$ cat src/rtl/mc_pkg.sv
// Shared types and decode constants for the multicycle MIPS control unit.
// MC_ORI_EN adds the ORI opcode and its two states.
package mc_pkg;

    typedef enum logic [3:0] {
        S_IDLE    = 4'd0,
        S_FETCH   = 4'd1,
        S_DECODE  = 4'd2,
        S_MEMADR  = 4'd3,
        S_MEMRD   = 4'd4,
        S_MEMWB   = 4'd5,
        S_MEMWR   = 4'd6,
        S_RTYPEEX = 4'd7,
        S_RTYPEWB = 4'd8,
        S_BEQEX   = 4'd9,
        S_ADDIEX  = 4'd10,
        S_ADDIWB  = 4'd11,
`ifdef MC_ORI_EN
        S_JEX     = 4'd12,
        S_ORIEX   = 4'd13,
        S_ORIWB   = 4'd14
`else
        S_JEX     = 4'd12
`endif
    } state_e;

    localparam logic [5:0] OP_LW    = 6'b100011;
    localparam logic [5:0] OP_SW    = 6'b101011;
    localparam logic [5:0] OP_RTYPE = 6'b000000;
    localparam logic [5:0] OP_BEQ   = 6'b000100;
    localparam logic [5:0] OP_ADDI  = 6'b001000;
    localparam logic [5:0] OP_J     = 6'b000010;
    localparam logic [5:0] OP_ORI   = 6'b001101;

    localparam logic [5:0] FN_ADD = 6'b100000;
    localparam logic [5:0] FN_SUB = 6'b100010;
    localparam logic [5:0] FN_AND = 6'b100100;
    localparam logic [5:0] FN_OR  = 6'b100101;
    localparam logic [5:0] FN_SLT = 6'b101010;

    localparam logic [2:0] ALU_ADD = 3'b010;
    localparam logic [2:0] ALU_SUB = 3'b110;
    localparam logic [2:0] ALU_AND = 3'b000;
    localparam logic [2:0] ALU_OR  = 3'b001;
    localparam logic [2:0] ALU_SLT = 3'b111;

    function automatic logic op_known(input logic [5:0] op);
        logic known;
        case (op)
            OP_LW, OP_SW, OP_RTYPE, OP_BEQ, OP_ADDI, OP_J: known = 1'b1;
`ifdef MC_ORI_EN
            OP_ORI: known = 1'b1;
`endif
            default: known = 1'b0;
        endcase
        return known;
    endfunction

endpackage

$ cat src/rtl/mc_aludec.sv
// R-type funct decoder: ALU operation plus a flag for recognised funct codes.
module mc_aludec
    import mc_pkg::*;
(
    input  logic [5:0] funct,
    output logic [2:0] alucont,
    output logic       funct_ok
);

    always_comb begin
        alucont  = ALU_ADD;
        funct_ok = 1'b1;
        case (funct)
            FN_ADD:  alucont = ALU_ADD;
            FN_SUB:  alucont = ALU_SUB;
            FN_AND:  alucont = ALU_AND;
            FN_OR:   alucont = ALU_OR;
            FN_SLT:  alucont = ALU_SLT;
            default: funct_ok = 1'b0;
        endcase
    end

endmodule

$ cat src/rtl/mc_controller.sv
// Multicycle MIPS control FSM with memory handshake and bounded-wait timeout.
// Optional ORI support is compiled in with MC_ORI_EN.
//
// state   | meaning
// IDLE    | post-reset, all controls off
// FETCH   | read instruction at PC, PC+4
// DECODE  | decode op, precompute branch target
// MEMADR  | compute lw/sw address
// MEMRD   | load data read
// MEMWB   | load write-back
// MEMWR   | store write
// RTYPEEX | R-type execute
// RTYPEWB | R-type write-back
// BEQEX   | branch compare / PC update
// ADDIEX  | addi execute
// ADDIWB  | addi write-back
// JEX     | jump
// ORIEX   | ori execute (MC_ORI_EN)
// ORIWB   | ori write-back (MC_ORI_EN)
module mc_controller
    import mc_pkg::*;
#(
    parameter int TIMEOUT = 15
) (
    input  logic       clk,
    input  logic       reset_n,
    input  logic [5:0] op,
    input  logic [5:0] funct,
    input  logic       zero,
    input  logic       mem_ready,
    output logic       mem_req,
    output logic       memwrite,
    output logic       irwrite,
    output logic       iord,
    output logic       regwrite,
    output logic       regdst,
    output logic       memtoreg,
    output logic       alusrca,
    output logic [1:0] alusrcb,
    output logic [1:0] pcsrc,
    output logic       pc_en,
    output logic [2:0] alucont,
    output logic       immzext,
    output logic       illegal,
    output logic       bus_err
);

    state_e     state, state_nxt;
    logic [7:0] tmo_cnt;
    logic       bus_err_q;
    logic       wait_cyc, tmo;
    logic [2:0] rt_alucont;
    logic       funct_ok;

    mc_aludec u_aludec (
        .funct   (funct),
        .alucont (rt_alucont),
        .funct_ok(funct_ok)
    );

    // Down-counter reloads on every non-wait cycle; terminal count ends the access.
    assign wait_cyc = (state == S_FETCH || state == S_MEMRD || state == S_MEMWR) && !mem_ready;
    assign tmo      = wait_cyc && (tmo_cnt == 8'd1);
    assign bus_err  = bus_err_q;

    always_ff @(posedge clk or negedge reset_n) begin
        if (!reset_n) begin
            state     <= S_IDLE;
            tmo_cnt   <= 8'(TIMEOUT);
            bus_err_q <= 1'b0;
        end else begin
            state     <= state_nxt;
            bus_err_q <= tmo;
            if (wait_cyc && !tmo) tmo_cnt <= tmo_cnt - 8'd1;
            else                  tmo_cnt <= 8'(TIMEOUT);
        end
    end

    always_comb begin
        state_nxt = state;
        case (state)
            S_IDLE:   state_nxt = S_FETCH;
            S_FETCH:  if (mem_ready) state_nxt = S_DECODE;
            S_DECODE: begin
                case (op)
                    OP_LW, OP_SW: state_nxt = S_MEMADR;
                    OP_RTYPE:     state_nxt = S_RTYPEEX;
                    OP_BEQ:       state_nxt = S_BEQEX;
                    OP_ADDI:      state_nxt = S_ADDIEX;
                    OP_J:         state_nxt = S_JEX;
`ifdef MC_ORI_EN
                    OP_ORI:       state_nxt = S_ORIEX;
`endif
                    default:      state_nxt = S_FETCH;
                endcase
            end
            S_MEMADR:  state_nxt = (op == OP_LW) ? S_MEMRD : S_MEMWR;
            S_MEMRD: begin
                if (mem_ready) state_nxt = S_MEMWB;
                else if (tmo)  state_nxt = S_FETCH;
            end
            S_MEMWB:   state_nxt = S_FETCH;
            S_MEMWR:   if (mem_ready || tmo) state_nxt = S_FETCH;
            S_RTYPEEX: state_nxt = funct_ok ? S_RTYPEWB : S_FETCH;
            S_RTYPEWB: state_nxt = S_FETCH;
            S_BEQEX:   state_nxt = S_FETCH;
            S_ADDIEX:  state_nxt = S_ADDIWB;
            S_ADDIWB:  state_nxt = S_FETCH;
            S_JEX:     state_nxt = S_FETCH;
`ifdef MC_ORI_EN
            S_ORIEX:   state_nxt = S_ORIWB;
            S_ORIWB:   state_nxt = S_FETCH;
`endif
            default:   state_nxt = S_IDLE;
        endcase
    end

    always_comb begin
        mem_req  = 1'b0;
        memwrite = 1'b0;
        irwrite  = 1'b0;
        iord     = 1'b0;
        regwrite = 1'b0;
        regdst   = 1'b0;
        memtoreg = 1'b0;
        alusrca  = 1'b0;
        alusrcb  = 2'b00;
        pcsrc    = 2'b00;
        pc_en    = 1'b0;
        alucont  = ALU_ADD;
        immzext  = 1'b0;
        illegal  = 1'b0;
        case (state)
            S_FETCH: begin
                mem_req = 1'b1;
                alusrcb = 2'b01;
                irwrite = mem_ready;
                pc_en   = mem_ready;
            end
            S_DECODE: begin
                alusrcb = 2'b11;
                illegal = !op_known(op);
            end
            S_MEMADR: begin
                alusrca = 1'b1;
                alusrcb = 2'b10;
            end
            S_MEMRD: begin
                mem_req = 1'b1;
                iord    = 1'b1;
            end
            S_MEMWB: begin
                regwrite = 1'b1;
                memtoreg = 1'b1;
            end
            S_MEMWR: begin
                mem_req  = 1'b1;
                memwrite = 1'b1;
                iord     = 1'b1;
            end
            S_RTYPEEX: begin
                alusrca = 1'b1;
                alucont = rt_alucont;
                illegal = !funct_ok;
            end
            S_RTYPEWB: begin
                regwrite = 1'b1;
                regdst   = 1'b1;
            end
            S_BEQEX: begin
                alusrca = 1'b1;
                alucont = ALU_SUB;
                pcsrc   = 2'b01;
                pc_en   = zero;
            end
            S_ADDIEX: begin
                alusrca = 1'b1;
                alusrcb = 2'b10;
            end
            S_ADDIWB: regwrite = 1'b1;
            S_JEX: begin
                pcsrc = 2'b10;
                pc_en = 1'b1;
            end
`ifdef MC_ORI_EN
            S_ORIEX: begin
                alusrca = 1'b1;
                alusrcb = 2'b10;
                alucont = ALU_OR;
                immzext = 1'b1;
            end
            S_ORIWB: begin
                regwrite = 1'b1;
                immzext  = 1'b1;
            end
`endif
            default: ;
        endcase
    end

endmodule

$ cat config.mk
export PLATFORM = sky130hd
export DESIGN_NAME = mc_controller
export DESIGN_NICKNAME = d
export VERILOG_FILES = /design/src/rtl/mc_pkg.sv /design/src/rtl/mc_aludec.sv /design/src/rtl/mc_controller.sv
export SDC_FILE = /design/constraint.sdc
export NUM_CORES = 1
export LEC_CHECK = 0
export ABC_AREA = 1
export CORE_UTILIZATION = 37
export DETAILED_ROUTE_END_ITERATION = 12
export PLACE_DENSITY_LB_ADDON = 0.05
export SLEW_MARGIN = 20
export SYNTH_ARGS = -nofsm -noshare
export SYNTH_HDL_FRONTEND = slang
export SYNTH_HIERARCHICAL = 1
export SYNTH_SLANG_ARGS = --single-unit
$ cat constraint.sdc
create_clock -name clk -period 2.7 [get_ports clk]
set_clock_uncertainty 0.2 [all_clocks]
set_input_delay 0.405 -clock clk [delete_from_list [all_inputs] [get_ports clk]]
set_output_delay 0.405 -clock clk [all_outputs]
set_load 0.01 [all_outputs]
== Word-level counts from Yosys, hierarchy flattened ==
Index checks and enable logic that the tools add are counted.

* Bits in registers: 13
* Bits of input ports: 16
* Output and inout port bits: 19

* Add/subtract/negate cells: 1
* Equal/unequal tests: 26
* Mux-type cells: 26
* Reductions and logical operators: 22

{| class="wikitable"
|+ Operator list
! operator !! count
|-
| 6-bit equality test (second input constant) || 7
|-
| 4-bit case mux with 8 select lines || 1
|-
| 4-bit equality test (second input constant) || 5
|-
| 4-bit two-way mux || 5
|-
| 4-bit case mux with 5 select lines || 1
|-
| 4-bit by 3-bit equality test with 1-bit output (second input constant) || 4
|-
| 3-bit case mux with 4 select lines || 1
|-
| 6-bit OR reduction || 2
|-
| 1-bit two-way mux || 11
|-
| 4-bit by 2-bit equality test with 1-bit output (second input constant) || 2
|-
| 8-bit by 1-bit equality test with 1-bit output (second input constant) || 1
|-
| 8-bit two-way mux || 1
|-
| 8-bit by 1-bit subtractor with 8-bit output (second input constant) || 1
|-
| 6-bit by 2-bit equality test with 1-bit output (second input constant) || 1
|-
| 6-bit by 3-bit equality test with 1-bit output (second input constant) || 1
|-
| 6-bit by 4-bit equality test with 1-bit output (second input constant) || 1
|-
| 6-bit zero test || 1
|-
| 2-bit case mux with 3 select lines || 1
|-
| 3-bit case mux with 2 select lines || 1
|-
| 2-bit OR reduction || 3
|-
| 3-bit OR reduction || 2
|-
| 5-bit OR reduction || 1
|-
| 4-bit by 1-bit equality test with 1-bit output (second input constant) || 1
|-
| 1-bit zero test || 4
|-
| 12 further kinds || 16
|}

== Logic depth before layout (Yosys ltp) ==
Gate-level depths: netlist of the first run.

* Word-level depth: 8
* Depth in mapped cells: 14
* Mapped depth without buffers: 14

== Modules after synthesis ==
The synthesis of the first run kept the hierarchy.

{| class="wikitable"
|+ By module, submodules not included
! module !! instances !! cells an instance !! area an instance (um2) !! seq. area each (um2)
|-
| mc_controller || 1 || 156 || 1004.7 || 330.3
|-
| mc_aludec || 1 || 28 || 118.9 || 0.0
|}

== Worst setup path before layout of the first run ==
No wires, ideal clock.

* Path type: reg2out
* Start: register state[3]
* End: output illegal
* Arrival time: 1.196 ns
* Required time: 2.095 ns
* Slack: 0.899 ns
* Cell stages (with the launch flop): 6
* Cells stage by stage: dfrtp_1 nor2_1 inv_1 nor2_2 inv_2 o21ai_0

* Cells in the longest elaborated chain, start to end: 2

{| class="wikitable"
|+ Ends and longest elaborated chain
! item !! line !! RTL
|-
| start: declaration || mc_controller.sv:48 || <nowiki>state_e state, state_nxt;</nowiki>
|-
| start signal: assignment || mc_controller.sv:72 || <nowiki>state <= state_nxt;</nowiki>
|-
| 4-bit by 3-bit equality test with 1-bit output or 4-bit by 2-bit equality test with 1-bit output (tied branches) || mc_controller.sv:133 || <nowiki>case (state)</nowiki>
|-
| 1-bit case mux with 2 select lines (*) || mc_controller.sv:133 ||
|-
| end: declaration || mc_controller.sv:44 || <nowiki>output logic illegal,</nowiki>
|}

Mark *: on every way between the ends. The rest lies on a longest branch, timed or not.

== Worst setup path after layout of the first run ==
* Start: input funct[1]
* End: output alucont[2]

* Cells in the longest elaborated chain, start to end: 3

{| class="wikitable"
|+ Ends and longest elaborated chain
! item !! line !! RTL
|-
| start: declaration || mc_controller.sv:28 || <nowiki>input logic [5:0] funct,</nowiki>
|-
| 6-bit equality test || mc_aludec.sv:13 || <nowiki>case (funct)</nowiki>
|-
| 3-bit case mux with 4 select lines (*) || mc_aludec.sv:13 ||
|-
| net rt_alucont[2] || mc_controller.sv:52 || <nowiki>logic [2:0] rt_alucont;</nowiki>
|-
| 3-bit case mux with 2 select lines (*) || mc_controller.sv:133 ||
|-
| end: declaration || mc_controller.sv:42 || <nowiki>output logic [2:0] alucont,</nowiki>
|}

Mark *: on every way through the listed nets, which the timed path passes. The rest lies on a longest branch.

==> results.cfg, run 1 <==
[outcome]
status = finished, violations left
violations = DRC

[layout]
n_fill_cell = 284
regArea_um2 = 330
fin_nets = 242
multi_input_area_um2 = 633
syn2layout_area_growth_pct = 36.2
layoutNonFillerInstCount = 254
diodes = 0
final_area_um2 = 1530
drive_gt1_share_pct = 14.3

[global_route]
grt_pass1_vias = 1233
antenna_found_initial = 0
grt_use_total_pct = 18.3
grt-ovfl-total = 0
grt_max_degree = 14
grt_pass1_wl_um = 4760

[floorplanning]
core_um2 = 2810
num_io_pins = 35
initial_core_util_pct = 40.1
die_w_um = 57.1
row_count = 19
dieArea_um2 = 3260
die_h_um = 57.1

[timing]
period_needed_ns = 2.57
holdWs_ns = 0.276
setup_viol = 0
tns_ns = 0
fin_crit_sh_pct = 95.0
drv_slew = 0
grt_setup_unrepaired = no
max_freq_mhz = 390
hold_viol = 0
tightestPinTransition_ns = 0.553
relSlewSlack_pct = 63.0

[setup_path]
slowest_stage = clkdlybuf4s50_1
path_cells = clkdlybuf4s50_1 > nand2_1 > nor2_2 > buf_4 > nand2_1 > inv_1 > nand2_1 > nand2_1 > clkdlybuf4s50_1
start_kind = primary input
critPathMostFrequentCell = nand2_1
arrival_ns = 1.96
crit_type = in2out
max_stage_delay_ns = 0.53
required_ns = 2.10
cp_max_fo = 4
cp-end-kind = output pin

[pwr]
leakage_nw = 0.811
clockPowerShare_pct = 12.8
power.internal_mw = 0.531
vdd_drop_max_mv = 0.306
seqPwrFrac_pct = 27.7
swShare_pct = 44.3
power.switching_mw = 0.422
finalPower_mw = 0.953
power_density_nw_per_um2 = 623
pwr-share-comb_pct = 59.5

[route]
wl_met2_um = 1390
drtIter0Drc = 44
antenna_left = 0
wl_um = 2670
wl_met3_um = 105
vias = 1236
drt-met1-wl_um = 1100
wl_per_cell_um = 10.5
dr.pass1.iters = 8
routed.top_layer = met4
via_per_inst = 4.87
drc_errors = 6

[yosys]
synth_top_family_by_area = simple AND/OR/NAND/NOR gates
yosysWarnings = 6
synth.avg_cell_area_um2 = 6.11
synth_compound_area_share_pct = 4.57
synthTopCellsByArea = dfrtp_1 (20%), nand2_1 (13%), inv_1 (12%), nor2_1 (10%), dfstp_2 (9.4%)
synth_area_um2 = 1120
yosys.area_share.simple_pct = 46.7
yosys.area_share.xor_xnor_pct = 2.34
synth_mux_area_share_pct = 0
yosys.area.top_type = dfrtp_1
yosysSeqAreaShare_pct = 29.4
synth_top_area_share_pct = 20.0
syn-instance-count = 184
synthAdderAreaFrac_pct = 2.23
synth-seq-cells = 13
syn-num-nets = 202
synth_cell_types = 25

[clock_network]
clockBufferDepth = 2
clock-root-buffer = clkbuf_4
cts_tree = yes
clk_pin_slew_ns = 0.08
ctsHoldBuffers = 0
numCtsBuffers = 3
clk_latency_ns = 0.28
numClockSinks = 13
htree_num_levels = 1
ctsResizeCount = 2
cts_setup_buffers = 0

[placed_design]
port_buffers = 33
routabilityCongestion = 0.809
dp_cells = 250
hpwl_um = 2300
placed_cell_area_um2 = 1510

[min_path]
hp-class = in2async

[job]
cap_viol_max_count = 0
## cell usage in the layout (no fill, tap or decap), types with 2 or more instances in the layout
cell / instances
nand2_1: 40
clkdlybuf4s50_1: 31
nand4_1: 6
a21oi_1: 4
buf_4: 3
nor2_1: 29
o21ai_1: 2
clkbuf_4: 3
nor3_1: 3
dfrtp_1: 9
ha_1: 2
nand2_2: 4
dfstp_2: 4
inv_1: 35
xor2_1: 3
nor2_2: 7
inv_2: 5
nand3_1: 21
## area by class of cell
type	instances	share of cell area, %
multi-input cells	129	41.4
well taps	31	2.53
flip-flops and latches	13	21.6
inverters	41	10.1
clock buffers	4	1.72
repair buffers	36	22.6
## path summary, 6_finish.rpt
path	from	to	slack [ns]	depth (start not counted)
min in group clk	tmo_cnt[0]	tmo_cnt[0]	0.28	1
worst max register to register	state[3]	state[0]	1.12	7
max in group asynchronous	reset_n	tmo_cnt[3]	1.65	1
worst min-delay path	reset_n	tmo_cnt[5]	0.28	1
worst max-delay path	funct[1]	alucont[2]	0.13	9
worst min register to register	tmo_cnt[0]	tmo_cnt[0]	0.28	1
## synthesized netlist by cell type
cell type	n
a211o_1	1
nor2_2	6
o21ai_1	2
xor2_1	3
nor2_1	30
buf_4	1
a21oi_1	4
nor3_1	3
nand2_1	40
nand2_2	4
or2_2	1
nand3_1	21
conb_1	1
dfrtp_1	9
o211ai_1	1
nand2_4	1
o21ai_0	1
ha_1	2
dfstp_2	4
nor2_4	1
inv_2	5
inv_1	35
clkinv_2	1
nand4_2	1
nand4_1	6
## through the flow
stage          util [%]  worst slack, ns
6_report           54.5            0.135
5_1_grt            54.5           0.0213
3_3_place_gp       53.7          0.00227
2_1_floorplan         -            0.899
3_5_place_dp       53.7          -0.0457
4_1_cts            54.6           0.0987
## critical path: cells and delay by family
kind	cells	cell delay (ns)
AND/OR/NAND/NOR	5	0.34
buffers and inverters	4	1.21
## kinds of logic after synthesis
family / count (synthesis)
AO/OA/AOI/OAI: 9
buffers and inverters: 42
XOR/XNOR: 3
flip-flops: 13
adder cells (fa/ha/maj): 2
other: 1
AND/OR/NAND/NOR: 114
## flip-flops by register name (all words and copies together), names as in the netlist
name and cells:
bus_err 1, state 4, tmo_cnt 8
## routing by layer
layer  up-vias  global-route usage, %
met2        30                   35.8
met4         0                   9.06
met5         -                      0
li1        643                      -
met3         9                   1.13
met1       554                   19.8
## power by group through the flow
stage | combinational [mW] | clock (mW) | sequential, mW
6_report | 0.567 | 0.122 | 0.264
5_1_grt | 0.643 | 0.133 | 0.270
4_1_cts | 0.574 | 0.127 | 0.265
3_5_place_dp | 0.576 | 0 | 0.268
3_3_place_gp | 0.566 | 0 | 0.266
2_1_floorplan | 0.340 | 0 | 0.262
No activity file was read; power rests on OpenSTA's default activity.
==> inputs of run 2 (changes only) <==
PLACE_DENSITY = 0.66   (was default)
PLACE_DENSITY_LB_ADDON = default   (was 0.05)
TNS_END_PERCENT = 50   (was default)
==> results.cfg, run 2 (synthesized netlist as in run 1, its figures left out) <==
[floorplanning]
core_um2 = 2810
row_count = 19
num_io_pins = 35
initial_core_util_pct = 40.1
die_w_um = 57.1
dieArea_um2 = 3260
die_h_um = 57.1

[global_route]
grt_use_total_pct = 18.3
antenna_found_initial = 0
grt_pass1_vias = 1159
grt_pass1_wl_um = 4700
grt-ovfl-total = 0
grt_max_degree = 14

[timing]
tightestPinTransition_ns = 0.553
max_freq_mhz = 390
fin_crit_sh_pct = 95.0
setup_viol = 0
period_needed_ns = 2.56
grt_setup_unrepaired = no
drv_slew = 0
relSlewSlack_pct = 63.0
hold_viol = 0

[setup_path]
cp-end-kind = output pin
cp_max_fo = 4
crit_type = in2out
arrival_ns = 1.96
path_cells = clkdlybuf4s50_1 > nand2_1 > nor2_1 > nand2_1 > nand2_2 > inv_1 > nor2_1 > clkdlybuf4s50_1
required_ns = 2.10
max_stage_delay_ns = 0.54
reg2reg_depth = 9
slowest_stage = clkdlybuf4s50_1
start_kind = primary input
cp-startpoint = funct[1]
rr_startpoint = state[2]

[placed_design]
routabilityCongestion = 0.919
placed_cell_area_um2 = 1510
dp_cells = 250
port_buffers = 33
hpwl_um = 2300

[clock_network]
clock-root-buffer = clkbuf_4
clockBufferDepth = 2
cts_tree = yes
ctsHoldBuffers = 0
clk_latency_ns = 0.27
clk_pin_slew_ns = 0.08
numClockSinks = 13
htree_num_levels = 1
numCtsBuffers = 3

[layout]
fin_nets = 242
drive_gt1_share_pct = 13.5
regMostFlops = tmo_cnt
n_fill_cell = 300
syn2layout_area_growth_pct = 36.3
final_area_um2 = 1530
layout_commonest_cell = nand2_1
mostFrequentLayoutCells = nand2_1 (40), inv_1 (35), clkdlybuf4s50_1 (31), nor2_1 (30), nand3_1 (21)
largest_register_ffs = 8
diodes = 0
layoutNonFillerInstCount = 254

[job]
cap_viol_max_count = 0

[outcome]
violations = DRC
status = finished, violations left

[route]
via_per_inst = 4.89
dr.pass1.iters = 8
wl_per_cell_um = 10.7
vias = 1242
wl_um = 2710
drtIter0Drc = 106
antenna_left = 0
drc_errors = 6

[pwr]
leakage_nw = 0.813
vdd_drop_max_mv = 0.292
power_density_nw_per_um2 = 621

[min_path]
hp-class = in2async
-- run 2: changes by cell type in the layout (fill, tap and decap cells not counted) --
cell / delta
nor2_1: +1
dlygate4sd2_1: +1
nor2_2: -1
clkbuf_2: -1
-- run 2: critical path: cells and delay by family --
family                 cells  cell delay [ns]
buffers and inverters      3             1.09
and+or+nand+nor            5             0.46
-- run 2: timing repair --
action,in CTS,in global routing
gates resized for setup,2,0
buffers inserted,0,0
endpoints found under the setup margin,2,0
-- run 2: metrics by stage --
stage / utilization, % / power [mW] / worst slack, ns / setup TNS, ns / hold slack (ns)
floorplan: - / 0.602 / 0.899 / 0 / -0.0906
global route: 54.6 / 1.05 / 0.0179 / 0 / 0.305
finish: 54.6 / 0.951 / 0.135 / 0 / 0.280
CTS: 54.6 / 0.965 / 0.127 / 0 / 0.281
global placement: 53.7 / 0.835 / 0.0116 / 0 / 0.251
detailed placement: 53.7 / 0.845 / -0.0526 / -0.0564 / 0.261
-- run 2: area by class of cell --
cell class | instances | area (µm²) | area share, %
multi-input combinational | 129 | 631 | 41.2
tap | 31 | 38.8 | 2.53
clock buffer | 4 | 26.3 | 1.72
timing repair buffer | 36 | 350 | 22.9
inverter | 41 | 155 | 10.1
sequential | 13 | 330 | 21.6
-- run 2: routing by layer --
layer / track usage, % / up-vias / share of wire (%)
met5: 0 / - / 0
met4: 4.18 / 0 / 0.52
met3: 4.76 / 2 / 5.7
met2: 30.9 / 36 / 48
met1: 23.5 / 560 / 46
li1: - / 644 / -
-- run 2: path summary, 6_finish.rpt --
check	to	slack [ns]
max in group asynchronous	tmo_cnt[0]	1.64
hold / removal	tmo_cnt[7]	0.28
hold reg to reg	tmo_cnt[0]	0.28
min in group clk	tmo_cnt[0]	0.28
setup / recovery	alucont[0]	0.14
setup reg to reg	state[0]	1.14
-- run 2: where the power goes --
part	leakage [nW]	total, mW	switching (mW)	internal (mW)
registers	0.163	0.267	0.0363	0.230
clock network	0.0150	0.118	0.0612	0.0573
logic	0.635	0.565	0.320	0.245
total	0.813	0.951	0.418	0.533
==> inputs of run 3 (changes only) <==
PLACE_DENSITY = default   (was 0.66)
PLACE_DENSITY_LB_ADDON = 0.3   (was default)
==> results.cfg, run 3 (synthesized netlist as in run 1, its figures left out) <==
[setup_path]
cp_max_fo = 3
arrival_ns = 1.92
critPathMostFrequentCell = clkdlybuf4s50_1
slowest_stage = clkdlybuf4s50_1
required_ns = 2.10
crit_type = in2out
cp-end-kind = output pin
r2r_setup_slack_ns = 1.14
path_cells = clkdlybuf4s50_1 > inv_2 > nor2_2 > nand3_1 > nand2_2 > inv_1 > nor2_1 > clkdlybuf4s50_1
start_kind = primary input
cp-startpoint = funct[2]
max_stage_delay_ns = 0.54
rr_startpoint = state[3]

[layout]
diodes = 0
drive_gt1_share_pct = 13.9
largest_register_ffs = 8
fin_nets = 242
layout_commonest_cell = nand2_1
syn2layout_area_growth_pct = 37.3
n_fill_cell = 288
mostFrequentLayoutCells = nand2_1 (40), inv_1 (35), clkdlybuf4s50_1 (31), nor2_1 (29), nand3_1 (21)
regMostFlops = tmo_cnt

[route]
drtIter0Drc = 47
drc_errors = 7
vias = 1181
dr.pass1.iters = 8
wl_um = 2370
antenna_left = 0
via_per_inst = 4.65
wl_per_cell_um = 9.35

[timing]
drv_slew = 0
fin_crit_sh_pct = 93.4
tightestPinTransition_ns = 0.556
holdWs_ns = 0.268
setup_viol = 0
max_freq_mhz = 397
hold_viol = 0
relSlewSlack_pct = 62.8
period_needed_ns = 2.52
grt_setup_unrepaired = no

[floorplanning]
row_count = 19
die_h_um = 57.1
dieArea_um2 = 3260
num_io_pins = 35
die_w_um = 57.1
core_um2 = 2810
initial_core_util_pct = 40.1

[outcome]
violations = DRC
status = finished, violations left

[min_path]
hp-class = reg2reg
hp-start = tmo_cnt[0]

[clock_network]
numCtsBuffers = 3
clockBufferDepth = 2
clk_pin_slew_ns = 0.07
cts_tree = yes
clk_latency_ns = 0.27
clock-root-buffer = clkbuf_4
cts_setup_buffers = 0
numClockSinks = 13
htree_num_levels = 1

[placed_design]
hpwl_um = 1990
routabilityCongestion = 0.823
port_buffers = 33

[global_route]
grt-ovfl-total = 0
grt_pass1_vias = 1009
grt_pass1_wl_um = 4040
antenna_found_initial = 0
grt_max_degree = 14
grt_use_total_pct = 15.4

[pwr]
power_density_nw_per_um2 = 608
vdd_drop_max_mv = 0.269
finalPower_mw = 0.938
leakage_nw = 0.815

[job]
cap_viol_max_count = 0
==> run 3: worst max-delay path: cells and delay by family <==
family / cells / cell delay, ns
buf+inv: 4 / 1.15
simple gates: 4 / 0.36
==> run 3: power by group <==
part / internal (mW) / switching, mW / leakage [nW]
Combinational: 0.245 / 0.314 / 0.637
Clock: 0.0572 / 0.0584 / 0.0150
Sequential: 0.231 / 0.0325 / 0.163
Total: 0.532 / 0.405 / 0.815
==> run 3: routing by layer <==
metal / share of wire, % / up-vias / global-route usage (%)
met2: 40 / 34 / 23.5
met3: 6.9 / 2 / 4.08
met1: 53 / 503 / 22.5
met4: 0.38 / 0 / 2.09
li1: - / 642 / -
met5: 0 / - / 0
==> run 3: final timing paths <==
path                              endpoint  cells past startpoint
min in group asynchronous         state[0]                      1
worst max register to register    state[2]                      7
max in group asynchronous       tmo_cnt[0]                      1
worst max-delay path            alucont[0]                      8
worst min register to register  tmo_cnt[0]                      1
worst min-delay path            tmo_cnt[0]                      1
==> run 3: area by class of cell <==
class                      instances  area [µm²]  share of cell area [%]
timing repair buffer              36         354                    23.0
tap                               31        38.8                    2.51
inverter                          41         155                    10.1
clock buffer                       4        26.3                    1.70
sequential                        13         330                    21.4
multi-input combinational        129         638                    41.4
==> run 3: through the flow <==
stage	setup slack [ns]	utilization [%]	instance area, µm²	TNS [ns]	std cells
floorplan	0.899	-	1120	0	184
global placement	0.0127	53.7	1510	0	250
detailed placement	-0.0244	53.7	1510	-0.0244	250
CTS	0.0106	54.6	1530	0	254
global route	0.0557	55.0	1540	0	254
finish	0.178	55.0	1540	0	254
==> run 3: timing repair <==
action / CTS / global route
resized for setup: 1 / 3
cloned: 0 / 0
setup endpoints to repair: 1 / 1
hold buffers: 0 / 0
